==> config.mk <==
export PLATFORM = sky130hd
export DESIGN_NAME = conv_window_buf
export DESIGN_NICKNAME = d
export VERILOG_FILES = /design/src/rtl/cnn_pkg.sv /design/src/rtl/conv_line_fifo.sv /design/src/rtl/conv_window_buf.sv
export SDC_FILE = /design/constraint.sdc
export NUM_CORES = 1
export LEC_CHECK = 0
export CORE_UTILIZATION = 40
export CTS_BUF_LIST = sky130_fd_sc_hd__clkbuf_4 sky130_fd_sc_hd__clkbuf_8
export CTS_CLUSTER_DIAMETER = 150
export DETAILED_ROUTE_END_ITERATION = 8
export PLACE_DENSITY = 0.56
export REMOVE_ABC_BUFFERS = 1
export SYNTH_ARGS = -nofsm -noshare
export SYNTH_HDL_FRONTEND = slang
export SYNTH_HIERARCHICAL = 1
export SYNTH_SLANG_ARGS = --single-unit
==> constraint.sdc <==
create_clock -name clk -period 8.3 [get_ports clk]
set_input_delay 1.66 -clock clk [delete_from_list [all_inputs] [get_ports clk]]
set_output_delay 1.66 -clock clk [all_outputs]
set_load 0.05 [all_outputs]
==> src/rtl/cnn_pkg.sv <==
// Shared constants and helpers for the CNN convolution line-buffer blocks.
// Holds default widths, counter-width derivation and window element indexing.
package cnn_pkg;

    localparam int DEFAULT_DATA_BITS = 8;
    localparam int DEFAULT_WIDTH     = 28;
    localparam int DEFAULT_HEIGHT    = 28;

    // Counter width for a range 0..n-1; never narrower than one bit.
    function automatic int cnt_bits(input int n);
        return (n > 1) ? $clog2(n) : 1;
    endfunction

    localparam int DEFAULT_X_BITS = cnt_bits(DEFAULT_WIDTH);
    localparam int DEFAULT_Y_BITS = cnt_bits(DEFAULT_HEIGHT);

    function automatic int win_idx(input int r, input int c, input int k);
        return r * k + c;
    endfunction

endpackage

==> src/rtl/conv_line_fifo.sv <==
// Single-clock delay line: dout is the sample accepted DEPTH shifts earlier.
// Shifts only on shift_en so input gaps do not disturb row alignment.
module conv_line_fifo
    import cnn_pkg::*;
#(
    parameter int DEPTH     = DEFAULT_WIDTH,
    parameter int DATA_BITS = DEFAULT_DATA_BITS
) (
    input  logic                 clk,
    input  logic                 rst,
    input  logic                 shift_en,
    input  logic [DATA_BITS-1:0] din,
    output logic [DATA_BITS-1:0] dout
);

    logic [DATA_BITS-1:0] mem [DEPTH];

    always_ff @(posedge clk or posedge rst) begin
        if (rst) begin
            for (int i = 0; i < DEPTH; i++) mem[i] <= '0;
        end else if (shift_en) begin
            mem[0] <= din;
            for (int i = 1; i < DEPTH; i++) mem[i] <= mem[i-1];
        end
    end

    assign dout = mem[DEPTH-1];

endmodule

==> src/rtl/conv_window_buf.sv <==
// Sliding KxK window line buffer with stride; optional sof/eol border flags
// are built when CONV_WINDOW_BUF_BORDER_EN is defined.
module conv_window_buf
    import cnn_pkg::*;
#(
    parameter int WIDTH     = DEFAULT_WIDTH,
    parameter int HEIGHT    = DEFAULT_HEIGHT,
    parameter int DATA_BITS = DEFAULT_DATA_BITS,
    parameter int K         = 5,
    parameter int STRIDE    = 1
) (
    input  logic                         clk,
    input  logic                         rst,
    input  logic                         valid_in,
    input  logic [DATA_BITS-1:0]         data_in,
    output logic [K*K*DATA_BITS-1:0]     window_out,
    output logic                         valid_out,
    output logic [$clog2(WIDTH)-1:0]     out_x,
    output logic [$clog2(HEIGHT)-1:0]    out_y,
    output logic                         frame_done
`ifdef CONV_WINDOW_BUF_BORDER_EN
    ,
    output logic                         sof,
    output logic                         eol
`endif
);

    // valid_in qualifies data_in for one cycle; there is no ready, so every
    // valid_out pulse must be consumed in the cycle it appears.
    localparam int XW = cnt_bits(WIDTH);
    localparam int YW = cnt_bits(HEIGHT);
    localparam int PW = cnt_bits(STRIDE);
    localparam int NX = (WIDTH - K) / STRIDE + 1;
    localparam int NY = (HEIGHT - K) / STRIDE + 1;

    localparam logic [XW-1:0] X_FIRST = XW'(K - 1);
    localparam logic [XW-1:0] X_LAST  = XW'(WIDTH - 1);
    localparam logic [XW-1:0] X_EMIT  = XW'(K - 1 + (NX - 1) * STRIDE);
    localparam logic [YW-1:0] Y_FIRST = YW'(K - 1);
    localparam logic [YW-1:0] Y_LAST  = YW'(HEIGHT - 1);
    localparam logic [YW-1:0] Y_EMIT  = YW'(K - 1 + (NY - 1) * STRIDE);
    localparam logic [PW-1:0] P_LAST  = PW'(STRIDE - 1);

    logic [DATA_BITS-1:0] tap [K-1];
    logic [DATA_BITS-1:0] col [K];
    logic [DATA_BITS-1:0] win [K][K];
    logic [XW-1:0]        in_x, ox_cnt;
    logic [YW-1:0]        in_y, oy_cnt;
    logic [PW-1:0]        ph_x, ph_y;
    logic                 emit;

    for (genvar i = 0; i < K - 1; i++) begin : g_fifo
        if (i == 0) begin : g_head
            conv_line_fifo #(.DEPTH(WIDTH), .DATA_BITS(DATA_BITS)) u_fifo (
                .clk(clk), .rst(rst), .shift_en(valid_in), .din(data_in), .dout(tap[i])
            );
        end else begin : g_tail
            conv_line_fifo #(.DEPTH(WIDTH), .DATA_BITS(DATA_BITS)) u_fifo (
                .clk(clk), .rst(rst), .shift_en(valid_in), .din(tap[i-1]), .dout(tap[i])
            );
        end
    end

    // Deepest FIFO tap feeds the oldest window row.
    always_comb begin
        for (int r = 0; r < K - 1; r++) col[r] = tap[K-2-r];
        col[K-1] = data_in;
    end

    always_comb begin
        window_out = '0;
        for (int r = 0; r < K; r++)
            for (int c = 0; c < K; c++)
                window_out[win_idx(r, c, K)*DATA_BITS +: DATA_BITS] = win[r][c];
    end

    assign emit = valid_in && (in_x >= X_FIRST) && (in_y >= Y_FIRST)
                  && (ph_x == '0) && (ph_y == '0);

    always_ff @(posedge clk or posedge rst) begin
        if (rst) begin
            for (int r = 0; r < K; r++)
                for (int c = 0; c < K; c++) win[r][c] <= '0;
            in_x       <= '0;
            in_y       <= '0;
            ox_cnt     <= '0;
            oy_cnt     <= '0;
            ph_x       <= '0;
            ph_y       <= '0;
            valid_out  <= 1'b0;
            out_x      <= '0;
            out_y      <= '0;
            frame_done <= 1'b0;
`ifdef CONV_WINDOW_BUF_BORDER_EN
            sof        <= 1'b0;
            eol        <= 1'b0;
`endif
        end else begin
            valid_out  <= emit;
            frame_done <= emit && (in_x == X_EMIT) && (in_y == Y_EMIT);
`ifdef CONV_WINDOW_BUF_BORDER_EN
            sof        <= emit && (ox_cnt == '0) && (oy_cnt == '0);
            eol        <= emit && (in_x == X_EMIT);
`endif
            if (emit) begin
                out_x <= ox_cnt;
                out_y <= oy_cnt;
            end
            if (valid_in) begin
                for (int r = 0; r < K; r++) begin
                    for (int c = 0; c < K - 1; c++) win[r][c] <= win[r][c+1];
                    win[r][K-1] <= col[r];
                end
                // Phases are forced to 0 just before the first emit column/row.
                if (in_x == X_LAST) begin
                    in_x   <= '0;
                    ph_x   <= '0;
                    ox_cnt <= '0;
                    if (in_y == Y_LAST) begin
                        in_y   <= '0;
                        ph_y   <= '0;
                        oy_cnt <= '0;
                    end else begin
                        in_y <= in_y + YW'(1);
                        if (in_y < Y_FIRST) ph_y <= '0;
                        else ph_y <= (ph_y == P_LAST) ? '0 : ph_y + PW'(1);
                        if (in_y >= Y_FIRST && ph_y == '0) oy_cnt <= oy_cnt + YW'(1);
                    end
                end else begin
                    in_x <= in_x + XW'(1);
                    if (in_x < X_FIRST) ph_x <= '0;
                    else ph_x <= (ph_x == P_LAST) ? '0 : ph_x + PW'(1);
                    if (emit) ox_cnt <= ox_cnt + XW'(1);
                end
            end
        end
    end

endmodule

# == Yosys cells after proc, flatten, opt, wreduce, memory -nomap -nowiden ==
# Index checks and enable logic that the tools add are counted.
# totals
input_bits,11
register_bits,970
out_inout_bits,212
word_cells,165
# op_classes
eq_ne,2
n_lt_le_gt_ge,4
muxes,12
n_bitwise,2
reduce_logical,12
add_sub_neg,6
# ops
operator,count
$mux W5,6
$add A5 B1 Y5 const B,4
$eq A5 B5 Y1 const B,2
$ge A5 B3 Y1 const B,2
$lt A5 B3 Y1 const B,2
$logic_and A1 B1 Y1,7
$mux W1,6
$reduce_and A2 Y1,2
$reduce_bool A2 Y1,2
$reduce_and A3 Y1,1
$add A1 B1 Y1 const B,2
$not A1 Y1,2

# == Longest topological paths before layout ==
# Gate-level depths: netlist of the first run.
# logic_depth
word_depth,7
mapped_depth,6
mapped_depth_nobuf,4

# == Modules after synthesis ==
# Netlist of the first run, hierarchy kept.
# modules_own_cells
mod,seq_area_each_um2,instances,cells_each,area_each_um2
conv_line_fifo,5605.4,4,482,9036.2
conv_window_buf,5805.6,1,561,8963.6

# == Least setup slack after synthesis of the first run ==
# Ideal clock, no wire load.
# synth_path
kind,in2reg
start,in valid_in
end,"reg win, in the netlist window_out[192]"
n_path_buf,3
setup_slack_ps,5594
path_stages,4
arrival_time_ps,2581
required_ps,8175
setup_ps,125
cell_sequence,buf_2 -> buf_2 -> buf_2 -> mux2_2
# synth_rtl
item,line,source
from (decl),conv_window_buf.sv:14,"input logic valid_in,"
"to (signal, indexed assignment)",conv_window_buf.sv:112,win[r][K-1] <= col[r];
to (decl),conv_window_buf.sv:46,logic [DATA_BITS-1:0] win [K][K];
# No word-level cell between the ends.

# == Worst setup path in the final report of the first run ==
# layout_path
start,"reg win, in the netlist window_out[196]"
end,out window_out[196]
# layout_rtl
item,line,source
to (decl),conv_window_buf.sv:16,"output logic [K*K*DATA_BITS-1:0] window_out,"
# No word-level cell between the ends.

==> flow_metrics.py, run 1 <==
metrics = {
    "synth": {
        "yosysWarnings": 6,
        "synth_xor_area_share_pct": 0.0194,
        "synth_fa_ha_area_share_pct": 0.166,
        "yosysSeqAreaShare_pct": 62.6,
        "syn_avg_cell_area_um2": 18.1,
        "synthDistinctLibCells": 36,
        "synth_seq_cells": 1128,
        "yosysTopAreaCellShare_pct": 62.6,
        "synth_mux_area_share_pct": 33.1,
        "synth_top_family_by_area": "multiplexers",
        "synth_compound_area_share_pct": 0.477,
        "synth_simple_gate_area_share_pct": 0.472,
        "synth_area_leaders": "dfrtp_1 63%, mux2_4 22%, mux2_2 12%",
        "syn_area_mm2": 0.0451,
        "yosysTopAreaCell": "dfrtp_1",
        "syn-instance-count": 2489,
    },
    "worst_setup_path": {
        "crit_buf_inv": 1,
        "worstPathCellList": "clkdlybuf4s50_1",
        "crit_type": "reg -> out",
        "startpoint": "window_out[196]$_DFFE_PP0P_",
        "worst_path_largest_cell_delay_ns": 0.89,
        "required_ns": 6.64,
        "path_max_fanout": 4,
        "r2r_start": "in_y[2]$_DFFE_PP0P_",
        "arrival_ns": 2.30,
        "startpoint_type": "register",
        "r2r_cells": 3,
        "r2r-end": "out_y[2]$_DFFE_PP0P_",
        "path_depth": 1,
        "critPathTopFamily": "buffers and inverters",
        "endpoint": "window_out[196]",
        "slowest_stage": "clkdlybuf4s50_1",
        "ff2ff_setup_slack_ns": 6.36,
        "critPathCaptureType": "primary output",
    },
    "clock_tree": {
        "htreeDepth": 4,
        "tritoncts.num_buffers": 187,
        "clock_latency_ns": 0.83,
        "post_cts_resized": 0,
        "post-cts-setup-buffers": 0,
        "cts-root-buf": "clkbuf_8",
        "clock_path_buffers": 3,
        "cts_tree": "built",
        "cts.reportedPaths.clkPinSlew_ns": 0.06,
        "hold_buffers": 0,
        "cts_sinks": 1128,
    },
    "final_layout": {
        "final_common_cell": "dfrtp_1",
        "area_growth_pct": 15.5,
        "final_cell_mix": "1128 x dfrtp_1, 647 x mux2_4, 461 x mux2_2",
        "finalNetCount": 2778,
        "layout-drive-gt1-share_pct": 50.6,
    },
    "min_path": {
        "hp-class": "reg -> reg",
        "whs_path_depth": 1,
    },
    "grt": {
        "grt_antenna_before_repair": 1,
        "grt_max_degree": 168,
        "grt_pass1_vias": 22700,
        "grt_pass1_wl_mm": 117,
        "overflow": 0,
        "gr-usage-all-layers_pct": 12.3,
    },
    "timing": {
        "finalMaxSlewViolations": 0,
        "rsz0062_at_grt": "false",
        "hold_violations": 0,
        "clock_skew_ns": 0.0237,
        "fmax_mhz": 253,
        "setup_ws_ns": 4.34,
        "worstMarginPinSlew_ns": 1.20,
        "relSlewSlack_pct": 20.3,
        "min_period_ns": 3.96,
        "period_share_pct": 47.7,
        "setup_violations": 0,
        "tns_ns": 0,
    },
    "floorplan": {
        "die-area_mm2": 0.114,
        "die_y_um": 338,
        "initial_core_util_pct": 40.5,
        "ios": 223,
        "core_mm2": 0.111,
        "rows": 122,
        "chipWidth_um": 338,
    },
    "power_and_ir_drop": {
        "power_density_mw_per_mm2": 254,
        "peakVddDrop_mv": 0.145,
        "power_leakage_nw": 26.1,
    },
    "run_status": {
        "status": "completed",
    },
    "flow_run": {
        "maxCapViolCount": 0,
    },
    "route": {
        "first_pass_iters": 4,
        "drt_iter0_drc": 1000,
        "vias_per_cell": 4.68,
        "route.detailed.drc": 0,
        "wire_per_inst_um": 15.5,
        "antenna_left": 0,
        "vias": 20500,
        "drt_wl_total_mm": 68.1,
    },
    "placement": {
        "globalplace.congestion": 0.703,
        "post-place-ws_ns": 4.01,
        "portBuffers": 222,
        "hpwl_mm": 37.5,
    },
}
==> worst register-to-register path: cells and delay by family (launching register included) <==
family / cells / cell delay (ns)
AND/OR/NAND/NOR: 2 / 1.00
flip-flops: 1 / 0.43
multiplexers: 1 / 0.36
==> sequential cells by signal, indices dropped and copies added, names as in the netlist <==
name                       flops
valid_out                      1
in_x                           5
g_fifo.g_tail.u_fifo/dout     24
ox_cnt                         5
out_x                          5
window_out                   200
g_fifo.g_head.u_fifo/dout      8
g_fifo.g_tail.u_fifo/mem     648
oy_cnt                         5
out_y                          5
frame_done                     1
in_y                           5
g_fifo.g_head.u_fifo/mem     216
==> final cells by class <==
class / count / area (um2)
fillers: 9375 / 59200
flip-flops and latches: 1128 / 28200
multi-input cells: 1184 / 15500
clock buffers: 304 / 3740
repair buffers: 243 / 2500
well taps: 1488 / 1860
clock inverters: 21 / 205
inverters: 17 / 101
diodes: 2 / 5.00
==> per-layer routing <==
layer | vias up | track usage (%) | routed length (um)
met3 | 134 | 3.10 | 3090
li1 | 9316 | - | -
met5 | - | 0 | 0
met1 | 10800 | 17.0 | 32200
met4 | 0 | 5.23 | 1700
met2 | 339 | 18.4 | 31100
==> synth_stat cells <==
library cell / count
and2_1: 1
mux2i_1: 4
a211o_1: 1
nor2b_1: 1
a21boi_0: 3
o22ai_1: 4
o31ai_1: 3
a2111oi_0: 3
nand2b_1: 2
buf_4: 32
xor2_1: 1
nand2_1: 8
nand3_1: 7
mux2_4: 647
or4_1: 4
nand4b_2: 1
o31ai_4: 1
nand4_1: 2
buf_6: 77
ha_1: 6
a21o_2: 1
nand4b_1: 1
a211oi_1: 2
nor2_4: 1
o21ai_0: 11
buf_2: 49
nor3_2: 1
and3b_2: 1
nand3b_1: 1
a21oi_1: 2
or2b_1: 1
dfrtp_1: 1128
clkbuf_1: 2
nor3_1: 2
mux2_2: 461
inv_1: 17
==> metrics by stage <==
| step | hold WS, ns | total power [mW] | std cells | utilization (%) | cell area (um2) |
|---|---|---|---|---|---|
| after global routing | 0.490 | 14.0 | 4386 | 46.8 | 52100 |
| final | 0.487 | 13.3 | 4387 | 46.8 | 52100 |
| after floorplan | 0.475 | 7.75 | 2329 | - | 43700 |
| after global placement | 0.484 | 8.26 | 4060 | 43.3 | 48100 |
| after detailed placement | 0.488 | 8.33 | 4060 | 43.3 | 48100 |
| after CTS | 0.470 | 13.5 | 4385 | 46.8 | 52100 |
==> logic make-up (layout without fill, tap and decap cells) <==
kind of cell    count (synthesis)  count (layout)
flops                        1128            1128
mux                          1112            1112
buf+inv                       177             585
simple gates                   34              34
compound gates                 31              31
fa+ha+maj                       6               6
xor+xnor                        1               1
other cells                     0               2
==> report_power, final <==
group / switching, mW / internal [mW] / total [mW]
combinational: 0.790 / 0.938 / 1.73
clock: 2.14 / 2.90 / 5.04
sequential: 0.379 / 6.11 / 6.49
total: 3.31 / 9.94 / 13.3
==> worst min-delay path by stage <==
| stage | start | end | slack (ns) |
|---|---|---|---|
| after floorplan | g_fifo[0].g_head.u_fifo/mem[100]$_DFFE_PP0P_ | g_fifo[0].g_head.u_fifo/mem[100]$_DFFE_PP0P_ | 0.47 |
| after global placement | g_fifo[2].g_tail.u_fifo/mem[41]$_DFFE_PP0P_ | g_fifo[2].g_tail.u_fifo/mem[41]$_DFFE_PP0P_ | 0.48 |
| after detailed placement | g_fifo[0].g_head.u_fifo/mem[42]$_DFFE_PP0P_ | g_fifo[0].g_head.u_fifo/mem[34]$_DFFE_PP0P_ | 0.49 |
| after CTS | g_fifo[0].g_head.u_fifo/mem[197]$_DFFE_PP0P_ | g_fifo[0].g_head.u_fifo/mem[189]$_DFFE_PP0P_ | 0.47 |
| after global routing | g_fifo[0].g_head.u_fifo/mem[197]$_DFFE_PP0P_ | g_fifo[0].g_head.u_fifo/mem[189]$_DFFE_PP0P_ | 0.49 |
| final | g_fifo[0].g_head.u_fifo/mem[197]$_DFFE_PP0P_ | g_fifo[0].g_head.u_fifo/mem[189]$_DFFE_PP0P_ | 0.49 |
(Power assumes the default switching activity.)
==> inputs of run 2 (changes only) <==
clock period = 3.43 ns   (was 8.3 ns; I/O delays follow)
==> run 2 against run 1 <==
Against the previous run: cell count grew 1.2%; wire length rose by 3.1%; hold slack got worse by 0.11 ns; flip-flop and latch count unchanged; critical endpoint unchanged; largest power group unchanged.
==> flow_metrics.py, run 2 (synthesis gave the netlist of run 1 again) <==
metrics = {
    "run_status": {
        "status": "completed",
    },
    "worst_setup_path": {
        "slowest_stage": "clkdlybuf4s50_1",
        "path_depth": 1,
        "critPathTopFamily": "buffers and inverters",
        "r2r_cells": 3,
        "startpoint_type": "register",
        "critPathCaptureType": "primary output",
        "worst_path_largest_cell_delay_ns": 0.91,
        "crit_buf_inv": 1,
        "path_max_fanout": 5,
        "worstPathCellList": "clkdlybuf4s50_1",
        "crit_type": "reg -> out",
        "arrival_ns": 2.30,
        "required_ns": 2.74,
    },
    "power_and_ir_drop": {
        "power_leakage_nw": 26.4,
        "peakVddDrop_mv": 0.404,
        "p_clk_share_pct": 38.5,
        "switchingPower_mw": 8.15,
        "pwr-share-seq_pct": 48.4,
        "power_density_mw_per_mm2": 615,
        "intPower_mw": 24.4,
        "swShare_pct": 25.0,
        "total_power_mw": 32.5,
        "power_frac_comb_pct": 13.1,
    },
    "route": {
        "drt_wl_total_mm": 70.2,
        "vias": 20700,
        "route.detailed.drc": 0,
        "wire_per_inst_um": 15.8,
        "first_pass_iters": 4,
        "vias_per_cell": 4.67,
        "antenna_left": 0,
        "drt_iter0_drc": 849,
    },
    "floorplan": {
        "core_mm2": 0.111,
        "chipWidth_um": 338,
        "die_y_um": 338,
        "ios": 223,
        "initial_core_util_pct": 40.5,
        "die-area_mm2": 0.114,
        "rows": 122,
    },
    "clock_tree": {
        "hold_buffers": 0,
        "cts_sinks": 1128,
        "post_cts_resized": 0,
        "post-cts-setup-buffers": 0,
        "cts_tree": "built",
        "htreeDepth": 4,
        "clock_latency_ns": 0.84,
        "cts-root-buf": "clkbuf_8",
        "tritoncts.num_buffers": 188,
        "clock_path_buffers": 3,
        "cts.reportedPaths.clkPinSlew_ns": 0.06,
    },
    "timing": {
        "fmax_mhz": 335,
        "clock_skew_ns": 0.0386,
        "worstMarginPinSlew_ns": 0.887,
        "tns_ns": 0,
        "setup_ws_ns": 0.447,
        "rsz0062_at_grt": "false",
        "hold_violations": 0,
        "min_period_ns": 2.98,
        "period_share_pct": 87.0,
        "relSlewSlack_pct": 40.6,
        "setup_violations": 0,
        "holdWs_ns": 0.372,
        "finalMaxSlewViolations": 0,
    },
    "grt": {
        "grt_pass1_wl_mm": 120,
        "grt_max_degree": 116,
        "gr-usage-all-layers_pct": 12.7,
        "grt_antenna_before_repair": 3,
        "grt_pass1_vias": 23100,
        "overflow": 0,
    },
    "min_path": {
        "whs_path_depth": 2,
        "hp-class": "in -> reg",
    },
    "final_layout": {
        "final_area_mm2": 0.0528,
        "final_common_cell": "dfrtp_1",
        "utilization_pct": 47.5,
        "finalNetCount": 2816,
        "largest_reg_flops": 648,
        "regMostFlops": "g_fifo.g_tail.u_fifo/mem",
        "n_fill_cell": 9303,
        "final_cells": 4441,
        "area_growth_pct": 17.1,
        "final_cell_mix": "1128 x dfrtp_1, 647 x mux2_4, 461 x mux2_2",
        "layout-drive-gt1-share_pct": 51.5,
    },
    "placement": {
        "portBuffers": 222,
        "hpwl_mm": 41.0,
        "place_inst": 4097,
        "post-place-ws_ns": 0.926,
        "placed_area_mm2": 0.0487,
        "globalplace.congestion": 0.716,
    },
    "flow_run": {
        "maxCapViolCount": 0,
    },
}
==> run 2: cell count changes in the layout (fill, tap and decap cells not counted) <==
cell        delta
clkinv_2       +7
clkbuf_4       -4
bufinv_16      +1
diode_2        +2
buf_12        +23
inv_8          -3
buf_4         +14
clkinvlp_4     +4
clkinv_8       +1
clkbuf_8       +9
==> run 2: final timing paths <==
path                                                             startpoint                                      endpoint  slack [ns]
worst max-delay path                            window_out[196]$_DFFE_PP0P_                               window_out[196]        0.45
worst min-delay path                                               valid_in  g_fifo[3].g_tail.u_fifo/mem[185]$_DFFE_PP0P_        0.37
worst max register to register                          in_y[3]$_DFFE_PP0P_                          out_y[1]$_DFFE_PP0P_        1.52
worst min register to register  g_fifo[2].g_tail.u_fifo/mem[76]$_DFFE_PP0P_   g_fifo[2].g_tail.u_fifo/mem[68]$_DFFE_PP0P_        0.48
max in group asynchronous                                               rst                   window_out[105]$_DFFE_PP0P_        1.83
min in group asynchronous                                               rst                           in_y[2]$_DFFE_PP0P_        0.76
==> run 2: layout make-up <==
type	instances	area, um2	area share (%)
Multi-Input combinational cell	1184	15500	29.3
Tap cell	1488	1860	3.52
Timing Repair Buffer	280	3060	5.80
Clock buffer	309	3830	7.26
Sequential cell	1128	28200	53.4
Antenna cell	4	10.0	0.0189
Clock inverter	31	283	0.535
Inverter	17	101	0.192
==> run 2: power by group through the flow <==
stage	Sequential, mW	Clock, mW	Combinational, mW
after CTS	15.8	13.1	4.33
after global routing	15.9	13.7	4.58
after floorplan	16.4	0	2.40
after detailed placement	16.0	0	4.31
after global placement	15.9	0	4.17
final	15.7	12.5	4.26
==> run 2: metal layers <==
metal / up-vias / share of wire [%] / GRT usage [%]
li1: 9382 / - / -
met1: 10900 / 47 / 17.1
met2: 345 / 47 / 19.7
met3: 135 / 4.2 / 3.28
met4: 2 / 2.3 / 4.94
met5: - / 0.014 / 0
==> inputs of run 3 (changes only) <==
CORE_UTILIZATION = 45   (was 40)
PLACE_DENSITY = 0.62   (was 0.56)
==> run 3 against run 2 <==
Against the previous run: clock power fell by 3%; flip-flop and latch count did not move; die area fell by 11%; core utilization grew 5.4 points; register-to-register slack improved by 0.02 ns; setup slack better by 0.047 ns; hold slack got worse by 0.028 ns; highest routed layer unchanged.
==> flow_metrics.py, run 3 (synthesis gave the netlist of run 1 again) <==
metrics = {
    "worst_setup_path": {
        "slowest_stage": "clkdlybuf4s50_1",
        "required_ns": 2.74,
        "worst_path_largest_cell_delay_ns": 0.89,
        "path_max_fanout": 3,
        "r2r-end": "out_x[0]$_DFFE_PP0P_",
        "ff2ff_setup_slack_ns": 1.54,
        "crit_buf_inv": 1,
        "startpoint": "window_out[66]$_DFFE_PP0P_",
        "critPathCaptureType": "primary output",
        "worstPathCellList": "clkdlybuf4s50_1",
        "r2r_start": "in_y[3]$_DFFE_PP0P_",
        "crit_type": "reg -> out",
        "critPathTopFamily": "buffers and inverters",
        "arrival_ns": 2.25,
        "endpoint": "window_out[66]",
        "r2r_cells": 3,
        "startpoint_type": "register",
        "path_depth": 1,
    },
    "timing": {
        "min_period_ns": 2.94,
        "finalMaxSlewViolations": 0,
        "worstMarginPinSlew_ns": 0.839,
        "tns_ns": 0,
        "setup_ws_ns": 0.494,
        "setup_violations": 0,
        "clock_skew_ns": 0.0440,
        "period_share_pct": 85.6,
        "relSlewSlack_pct": 43.7,
        "fmax_mhz": 341,
        "hold_violations": 0,
        "rsz0062_at_grt": "false",
    },
    "clock_tree": {
        "cts-root-buf": "clkbuf_8",
        "cts_sinks": 1128,
        "tritoncts.num_buffers": 184,
        "clock_latency_ns": 0.83,
        "post_cts_resized": 0,
        "post-cts-setup-buffers": 0,
        "htreeDepth": 4,
        "cts_tree": "built",
        "hold_buffers": 0,
        "clock_path_buffers": 3,
        "cts.reportedPaths.clkPinSlew_ns": 0.06,
    },
    "placement": {
        "globalplace.congestion": 0.710,
        "place_inst": 3891,
        "hpwl_mm": 39.9,
        "placed_area_mm2": 0.0484,
        "portBuffers": 222,
        "post-place-ws_ns": 1.04,
    },
    "final_layout": {
        "final_common_cell": "dfrtp_1",
        "multiInputGateArea_mm2": 0.0155,
        "regMostFlops": "g_fifo.g_tail.u_fifo/mem",
        "n_fill_cell": 7832,
        "seq_area_mm2": 0.0282,
        "largest_reg_flops": 648,
        "area_growth_pct": 15.9,
        "finalNetCount": 2807,
        "layout-drive-gt1-share_pct": 51.0,
        "final_cells": 4213,
        "final_cell_mix": "1128 x dfrtp_1, 647 x mux2_4, 461 x mux2_2",
        "final_area_mm2": 0.0523,
    },
    "grt": {
        "overflow": 0,
        "grt_max_degree": 110,
        "grt_pass1_wl_mm": 119,
        "gr-usage-all-layers_pct": 14.0,
        "grt_pass1_vias": 23300,
        "grt_antenna_before_repair": 3,
    },
    "floorplan": {
        "initial_core_util_pct": 45.6,
        "die-area_mm2": 0.102,
        "rows": 115,
        "ios": 223,
        "core_mm2": 0.0989,
        "die_y_um": 319,
        "chipWidth_um": 319,
    },
    "power_and_ir_drop": {
        "peakVddDrop_mv": 0.398,
        "power_density_mw_per_mm2": 613,
        "power_leakage_nw": 26.3,
    },
    "route": {
        "drt_iter0_drc": 857,
        "vias": 20600,
        "first_pass_iters": 4,
        "antenna_left": 0,
        "vias_per_cell": 4.89,
        "drt_wl_total_mm": 68.2,
        "wire_per_inst_um": 16.2,
        "route.detailed.drc": 0,
    },
    "run_status": {
        "status": "completed",
    },
    "flow_run": {
        "maxCapViolCount": 0,
    },
    "min_path": {
        "hp-class": "in -> async",
    },
}
run 3: cell types whose count changed in the layout (fill, tap and decap cells not counted), moves of 4 or more:
cell / change
clkbuf_4: -8
clkbuf_8: -12
buf_12: -4
inv_12: +4
clkinv_2: -4
clkinvlp_4: -6
run 3: worst reg2reg max path, stage by stage (launching register included):
cell and delay, ns:
dfrtp_1 0.44, nor3_2 0.70, nor2_4 0.25, mux2_4 0.36
run 3: routing by layer:
metal  routed length, um  up-vias  GRT usage, %
met3                2870      141          3.56
met4                1590        2          5.27
li1                    -     9338             -
met5                   8        -             0
met1               31200    10800          18.5
met2               32400      329          22.2
run 3: worst min path at each step:
stage / from / end / cells past startpoint
finish: rst / window_out[116]$_DFFE_PP0P_ / 3
CTS: rst / window_out[73]$_DFFE_PP0P_ / 3
floorplan: g_fifo[0].g_head.u_fifo/mem[100]$_DFFE_PP0P_ / g_fifo[0].g_head.u_fifo/mem[100]$_DFFE_PP0P_ / 1
global route: rst / window_out[73]$_DFFE_PP0P_ / 3
detailed placement: g_fifo[0].g_head.u_fifo/mem[50]$_DFFE_PP0P_ / g_fifo[0].g_head.u_fifo/mem[42]$_DFFE_PP0P_ / 1
global placement: g_fifo[3].g_tail.u_fifo/mem[96]$_DFFE_PP0P_ / g_fifo[3].g_tail.u_fifo/mem[88]$_DFFE_PP0P_ / 1
run 3: metrics by stage:
stage	hold slack [ns]	util, %	total power [mW]
final	0.344	52.9	32.1
after global routing	0.290	52.9	33.8
after CTS	0.260	52.9	32.7
after detailed placement	0.486	48.9	20.2
after global placement	0.483	48.9	20.0
after floorplan	0.475	-	18.8
run 3: power by group:
group / internal [mW] / switching, mW / leakage (nW) / total (mW)
clock network: 6.92 / 5.18 / 2.09 / 12.1
registers: 14.8 / 0.910 / 15.2 / 15.7
logic: 2.31 / 1.96 / 9.00 / 4.26
total: 24.0 / 8.05 / 26.3 / 32.1
run 3: area by class of cell:
type	count	share of cell area, %
tap	1287	3.08
antenna	6	0.0287
clock inverter	27	0.588
multi-input combinational	1184	29.6
timing repair buffer	275	5.69
inverter	17	0.194
clock buffer	289	6.90
sequential	1128	54.0
==> variant 1: new RTL, settings of run 1 <==
The output `frame_done` loses its register stage (`frame_done` becomes a continuous assignment).
--- a/src/rtl/conv_window_buf.sv
+++ b/src/rtl/conv_window_buf.sv
@@ -91,5 +91,4 @@
             out_x      <= '0;
             out_y      <= '0;
-            frame_done <= 1'b0;
 `ifdef CONV_WINDOW_BUF_BORDER_EN
             sof        <= 1'b0;
@@ -98,5 +97,4 @@
         end else begin
             valid_out  <= emit;
-            frame_done <= emit && (in_x == X_EMIT) && (in_y == Y_EMIT);
 `ifdef CONV_WINDOW_BUF_BORDER_EN
             sof        <= emit && (ox_cnt == '0) && (oy_cnt == '0);
@@ -137,4 +135,6 @@
     end
 
+    assign frame_done = emit && (in_x == X_EMIT) && (in_y == Y_EMIT);
+
 endmodule
 
Function: no difference found for any inputs over 10 cycles, from zero or initial values and one cycle with rst high; that may be too few to reach the edited logic, so the function may still have changed.
==> variant 1 against run 1 <==
Total power up 0.70%; final area up 0.11%; sequential cell count down 1; register-to-register slack better by 0.04 ns; sequential share of layout area down 0.11 points; final cell count up 0.23%; first-iteration DRC count down 24%; combinational power about the same; setup slack worse by 1.8 ns; area after synthesis about the same; wire length down 0.47%; maximum frequency down 32%; critical path depth up 4; largest cell class unchanged; largest power group unchanged.
==> variant 1: results (changes against run 1) <==
| Metric | Value |
|---|---|
| Initial drt markers | `759 (-24%)` |
| Avg Cell Area, Syn | `18.1 sq um (about the same)` |
| Sequential element share of the synthesized area | `62.6% (about the same)` |
| Max VDD drop | `0.139 mV (-4.7%)` |
| Final net count | `2781 (+0.11%)` |
| Most instantiated cells after synthesis | `dfrtp_1, mux2_4, mux2_2, buf_6, buf_2` |
| Overall routed net length | `67800 um (-0.47%)` |
| Worst slew margin | `18.1% (-2.2 points)` |
| Setup Buffers After CTS | `0 (unchanged)` |
| P_leak | `0.0261 uW (+0.10%)` |
| Post-DP Area | `48100 sq um (-0.14%)` |
| Global-route usage over all layers | `12.3% (+0.037 points)` |
| Vias in the first global route | `23000 (+1.2%)` |
| Flop2flop setup slack | `6.40 ns (+0.04 ns)` |
| Primary FF master, synth | `dfrtp_1` |
| Setup Skew | `0.0284 ns (+0.00474 ns)` |
| Critical Path Fanout Max | `54 (+50)` |
| Vias after detailed routing | `20600 (+0.078%)` |
| Hold Path Class | `reg -> reg` |
| Post_cts resized | `0 (unchanged)` |
| Fraction of layout instances using a drive strength above 1 | `50.7% (+0.14 points)` |
| Initial antenna violation count | `3 (+2)` |
| GPL Wtd Cong | `0.684 (-2.8%)` |
| Status | `finished clean` |
| Netlist cell types | `36 (unchanged)` |
| Worst-path clk slew | `0.06 ns (about the same)` |
| Placed insts | `4060 (unchanged)` |
| IO buf count | `222 (unchanged)` |
| Clock root buffer | `clkbuf_8` |
| HPWL after detailed placement | `37500 um (about the same)` |
| Pin count of the biggest net entering global routing | `172 (+2.4%)` |
| First-pass GRT wire length | `117000 um (+0.30%)` |
| Drt wl/cell | `15.4 um (-0.69%)` |
| Synth top area cells | `dfrtp_1, mux2_4, mux2_2, buf_6, buf_2` |
| Total CTS buffers | `190 (+1.6%)` |
==> variant 1: cell count changes in the layout (fill, tap and decap cells not counted), sizes merged <==
cell      before   now
clkinv        10    15
diode          2     6
bufinv         2     5
clkbuf       304   302
buf           22    23
clkinvlp       2     3
dfrtp       1128  1127
inv           24    23
==> variant 1: kinds of logic after synthesis <==
| kind of cell | Yosys count | synth area share (%) |
|---|---|---|
| xor+xnor | 1 | 0.0194 |
| buf+inv | 177 | 3.16 |
| mux | 1112 | 33.2 |
| fa+ha+maj | 6 | 0.167 |
| simple gates | 34 | 0.472 |
| flops | 1127 | 62.6 |
| compound gates | 31 | 0.477 |
==> variant 1: worst max-delay path, stage by stage <==
cell	delay, ns
buf_16	0.27
and2_1	0.29
nand2_1	0.17
nor3_1	0.69
clkdlybuf4s50_1	0.95
==> variant 1: where the power goes <==
part / total (uW) / internal (uW) / switching (uW) / leakage [uW]
Clock: 5120 / 3000 / 2120 / 0.00216
Sequential: 6490 / 6110 / 380 / 0.0152
Combinational: 1730 / 936 / 799 / 0.00874
==> variant 1: path summary, 6_finish.rpt <==
path,to,depth (start not counted),startpoint
max in group asynchronous,g_fifo[0].g_head.u_fifo/mem[137],3,rst
min in group asynchronous,window_out[74],2,rst
min reg2reg,g_fifo[2].g_tail.u_fifo/mem[65],1,g_fifo[2].g_tail.u_fifo/mem[73]
max reg2reg,out_y[1],3,in_y[3]
min,g_fifo[2].g_tail.u_fifo/mem[65],1,g_fifo[2].g_tail.u_fifo/mem[73]
max,frame_done,5,valid_in
==> variant 1: cell type report <==
| class | instances | area, sq um |
|---|---|---|
| multi-input cells | 1184 | 15500 |
| well taps | 1488 | 1860 |
| clock buffers | 302 | 3740 |
| fillers | 9369 | 59100 |
| diodes | 6 | 15.0 |
| clock inverters | 29 | 317 |
| flip-flops and latches | 1127 | 28200 |
| repair buffers | 244 | 2450 |
| inverters | 17 | 101 |
==> variant 1: metrics by stage <==
step                hold WS (ns)  worst slack, ns  power [uW]  util, %
detailed placement         0.488             2.53        8330     43.2
floorplan                  0.475            0.307        7750        -
global placement           0.484             2.49        8270     43.2
global route               0.497             2.40       14100     46.9
CTS                        0.483             2.50       13600     46.9
finish                     0.479             2.50       13300     46.9
==> variant 1: layer usage <==
| layer | part of all wire (%) | vias up | wire length [um] | global-route usage [%] |
|---|---|---|---|---|
| li1 | - | 9284 | - | - |
| met1 | 47 | 10800 | 31600 | 16.5 |
| met2 | 46 | 342 | 31400 | 18.8 |
| met3 | 4.7 | 135 | 3190 | 3.41 |
| met4 | 2.3 | 2 | 1560 | 4.97 |
| met5 | 0.019 | - | 13 | 0 |
==> variant 2: new RTL, settings of run 1 <==
Made on the original files. Change the package constant `DEFAULT_HEIGHT` from 28 to 56.
--- a/src/rtl/cnn_pkg.sv
+++ b/src/rtl/cnn_pkg.sv
@@ -5,5 +5,5 @@
     localparam int DEFAULT_DATA_BITS = 8;
     localparam int DEFAULT_WIDTH     = 28;
-    localparam int DEFAULT_HEIGHT    = 28;
+    localparam int DEFAULT_HEIGHT    = 56;
 
     // Counter width for a range 0..n-1; never narrower than one bit.
Ports: changed (resized out_y); port bits go from 223 to 224. The function was not compared with the original's and may differ.
==> variant 2 against run 1 <==
Count of clock-buffer cells in the layout decreased by 2; combinational power down 3%; final area increased by 0.20%; clock skew rose by 0.0088 ns; area after synthesis rose by 0.20%; sequential cell count increased by 3; total power decreased by 0.35%; setup slack better by 0.20 ns; largest cell class unchanged; wire length is 0.67% higher.
==> variant 2: results (changes against run 1) <==
| Metric | Value |
|---|---|
| Synth warn | `6 (unchanged)` |
| DRT Pass-1 Iters | `4 (unchanged)` |
| Worst skew pair latency | `0.82 ns` |
| Initial drt markers | `646 (-35%)` |
| Most instantiated cells after synthesis | `dfrtp_1, mux2_4, mux2_2, buf_6, buf_2` |
| Non-clk buf share | `4.82% (+0.024 points)` |
| Worst-margin pin slew | `1.08 ns (-0.119 ns)` |
| H-tree depth | `4 (unchanged)` |
| Cell internal pwr | `9930 uW (-0.16%)` |
| Avg Cell Area, Syn | `18.0 sq um (-0.56%)` |
| Post-route non-filler standard cell count | `4408 (+0.48%)` |
| Post-DP Area | `48200 sq um (+0.22%)` |
| Sequential element share of the synthesized area | `62.6% (about the same)` |
| Comb_multi_in | `1206 (+1.9%)` |
| Signal inverters | `11 (-6)` |
| Clock buffers | `302 (-0.66%)` |
| Sequential cell area | `28300 sq um (+0.27%)` |
| Setup Skew | `0.0325 ns (+0.00884 ns)` |
| Critical Path Fanout Max | `3 (-1)` |
| Total CTS buffers | `195 (+4.3%)` |
| P_leak | `0.0261 uW (+0.12%)` |
| CP top delay family | `buffers and inverters` |
| Filler cells | `9399 (+0.26%)` |
| Vias in the first global route | `23300 (+2.6%)` |
| CP max-delay cell | `clkdlybuf4s50_1` |
| Switch Pwr | `3280 uW (-0.92%)` |
| Post-synth top area share | `62.6% (about the same)` |
| Seq area share | `54.2% (about the same)` |
| Max VDD drop | `0.178 mV (+22%)` |
| Clock Power Share | `38.2% (+0.2 points)` |
| Vias after detailed routing | `20700 (+0.96%)` |
| GPL Wtd Cong | `0.687 (-2.3%)` |
| Flop pwr share | `49.1% (about the same)` |
| Placed insts | `4081 (+0.52%)` |
| FF+latch count, synth | `1131 (+0.27%)` |
| Global-route usage over all layers | `12.2% (-0.059 points)` |
| Pre-CTS setup slack | `3.85 ns (-0.157 ns)` |
| IO buf count | `223 (+0.45%)` |
| Max reg flops | `648 (unchanged)` |
| Ant diodes | `2 (unchanged)` |
| Netlist cell types | `33 (-8.3%)` |
| Worst-path clk slew | `0.06 ns (about the same)` |
| Drt wl/cell | `15.5 um (+0.19%)` |
| Pin count of the biggest net entering global routing | `192 (+14%)` |
| Multi-input combinational area share | `29.7% (about the same)` |
| Initial antenna violation count | `4 (+3)` |
| Non-Clock Buffer Count | `245 (+0.82%)` |
| First-pass GRT wire length | `119000 um (+1.9%)` |
| HPWL after detailed placement | `37500 um (+0.19%)` |
| Post_cts resized | `0 (unchanged)` |
| CP arrival | `2.10 ns (-0.20 ns)` |
| Status | `finished clean` |
| DR DRC count | `0 (unchanged)` |
| Final net count | `2807 (+1.0%)` |
| Synth top area cells | `dfrtp_1, mux2_4, mux2_2, buf_6, buf_2` |
| Clock-cell share of area | `7.56% (-0.017 points)` |
| Fraction of layout instances using a drive strength above 1 | `50.2% (-0.43 points)` |
| Max Root-Sink Buffers | `3 (unchanged)` |
| Biggest cell delay along the critical path | `0.85 ns (-0.04 ns)` |
==> variant 2: cell types whose count changed in the layout (fill, tap and decap cells not counted), moves of 4 or more <==
cell | run 1 | this run
nand2_1 | 8 | 18
nor2_1 | 0 | 7
inv_1 | 12 | 6
nand3_1 | 7 | 13
clkinvlp_4 | 2 | 7
o21ai_0 | 11 | 16
a22o_1 | 0 | 4
clkbuf_4 | 71 | 67
mux2i_1 | 4 | 0
nor3_1 | 2 | 6
xnor2_1 | 0 | 4
==> variant 2: path summary, 6_finish.rpt <==
kind                       slack, ns                             from                               end  depth (start not counted)
max                             4.54                   window_out[76]                    window_out[76]                          1
min                             0.48  g_fifo[1].g_tail.u_fifo/mem[65]   g_fifo[1].g_tail.u_fifo/mem[57]                          1
max reg2reg                     6.29                          in_x[1]                         oy_cnt[4]                          5
min reg2reg                     0.48  g_fifo[1].g_tail.u_fifo/mem[65]   g_fifo[1].g_tail.u_fifo/mem[57]                          1
max in group asynchronous       4.79                              rst  g_fifo[3].g_tail.u_fifo/mem[123]                          3
min in group asynchronous       1.90                              rst   g_fifo[1].g_tail.u_fifo/dout[7]                          2
==> variant 2: cells by family (layout without fill, tap and decap cells) <==
group           after synthesis  in the layout  synth area share [%]
xor+xnor                      4              4                0.0775
compound gates               27             27                 0.365
simple gates                 62             62                 0.728
flops                      1131           1131                  62.6
fa+ha+maj                     6              6                 0.166
mux                        1107           1107                  32.9
other cells                   0              2                     0
buf+inv                     171            581                  3.11
==> variant 2: layer usage <==
metal,wire (um),part of all wire (%),global-route usage [%]
met5,0,0,0
met2,31500,46,18.8
met3,2880,4.2,3.08
met1,32300,47,16.5
met4,1870,2.7,5.04
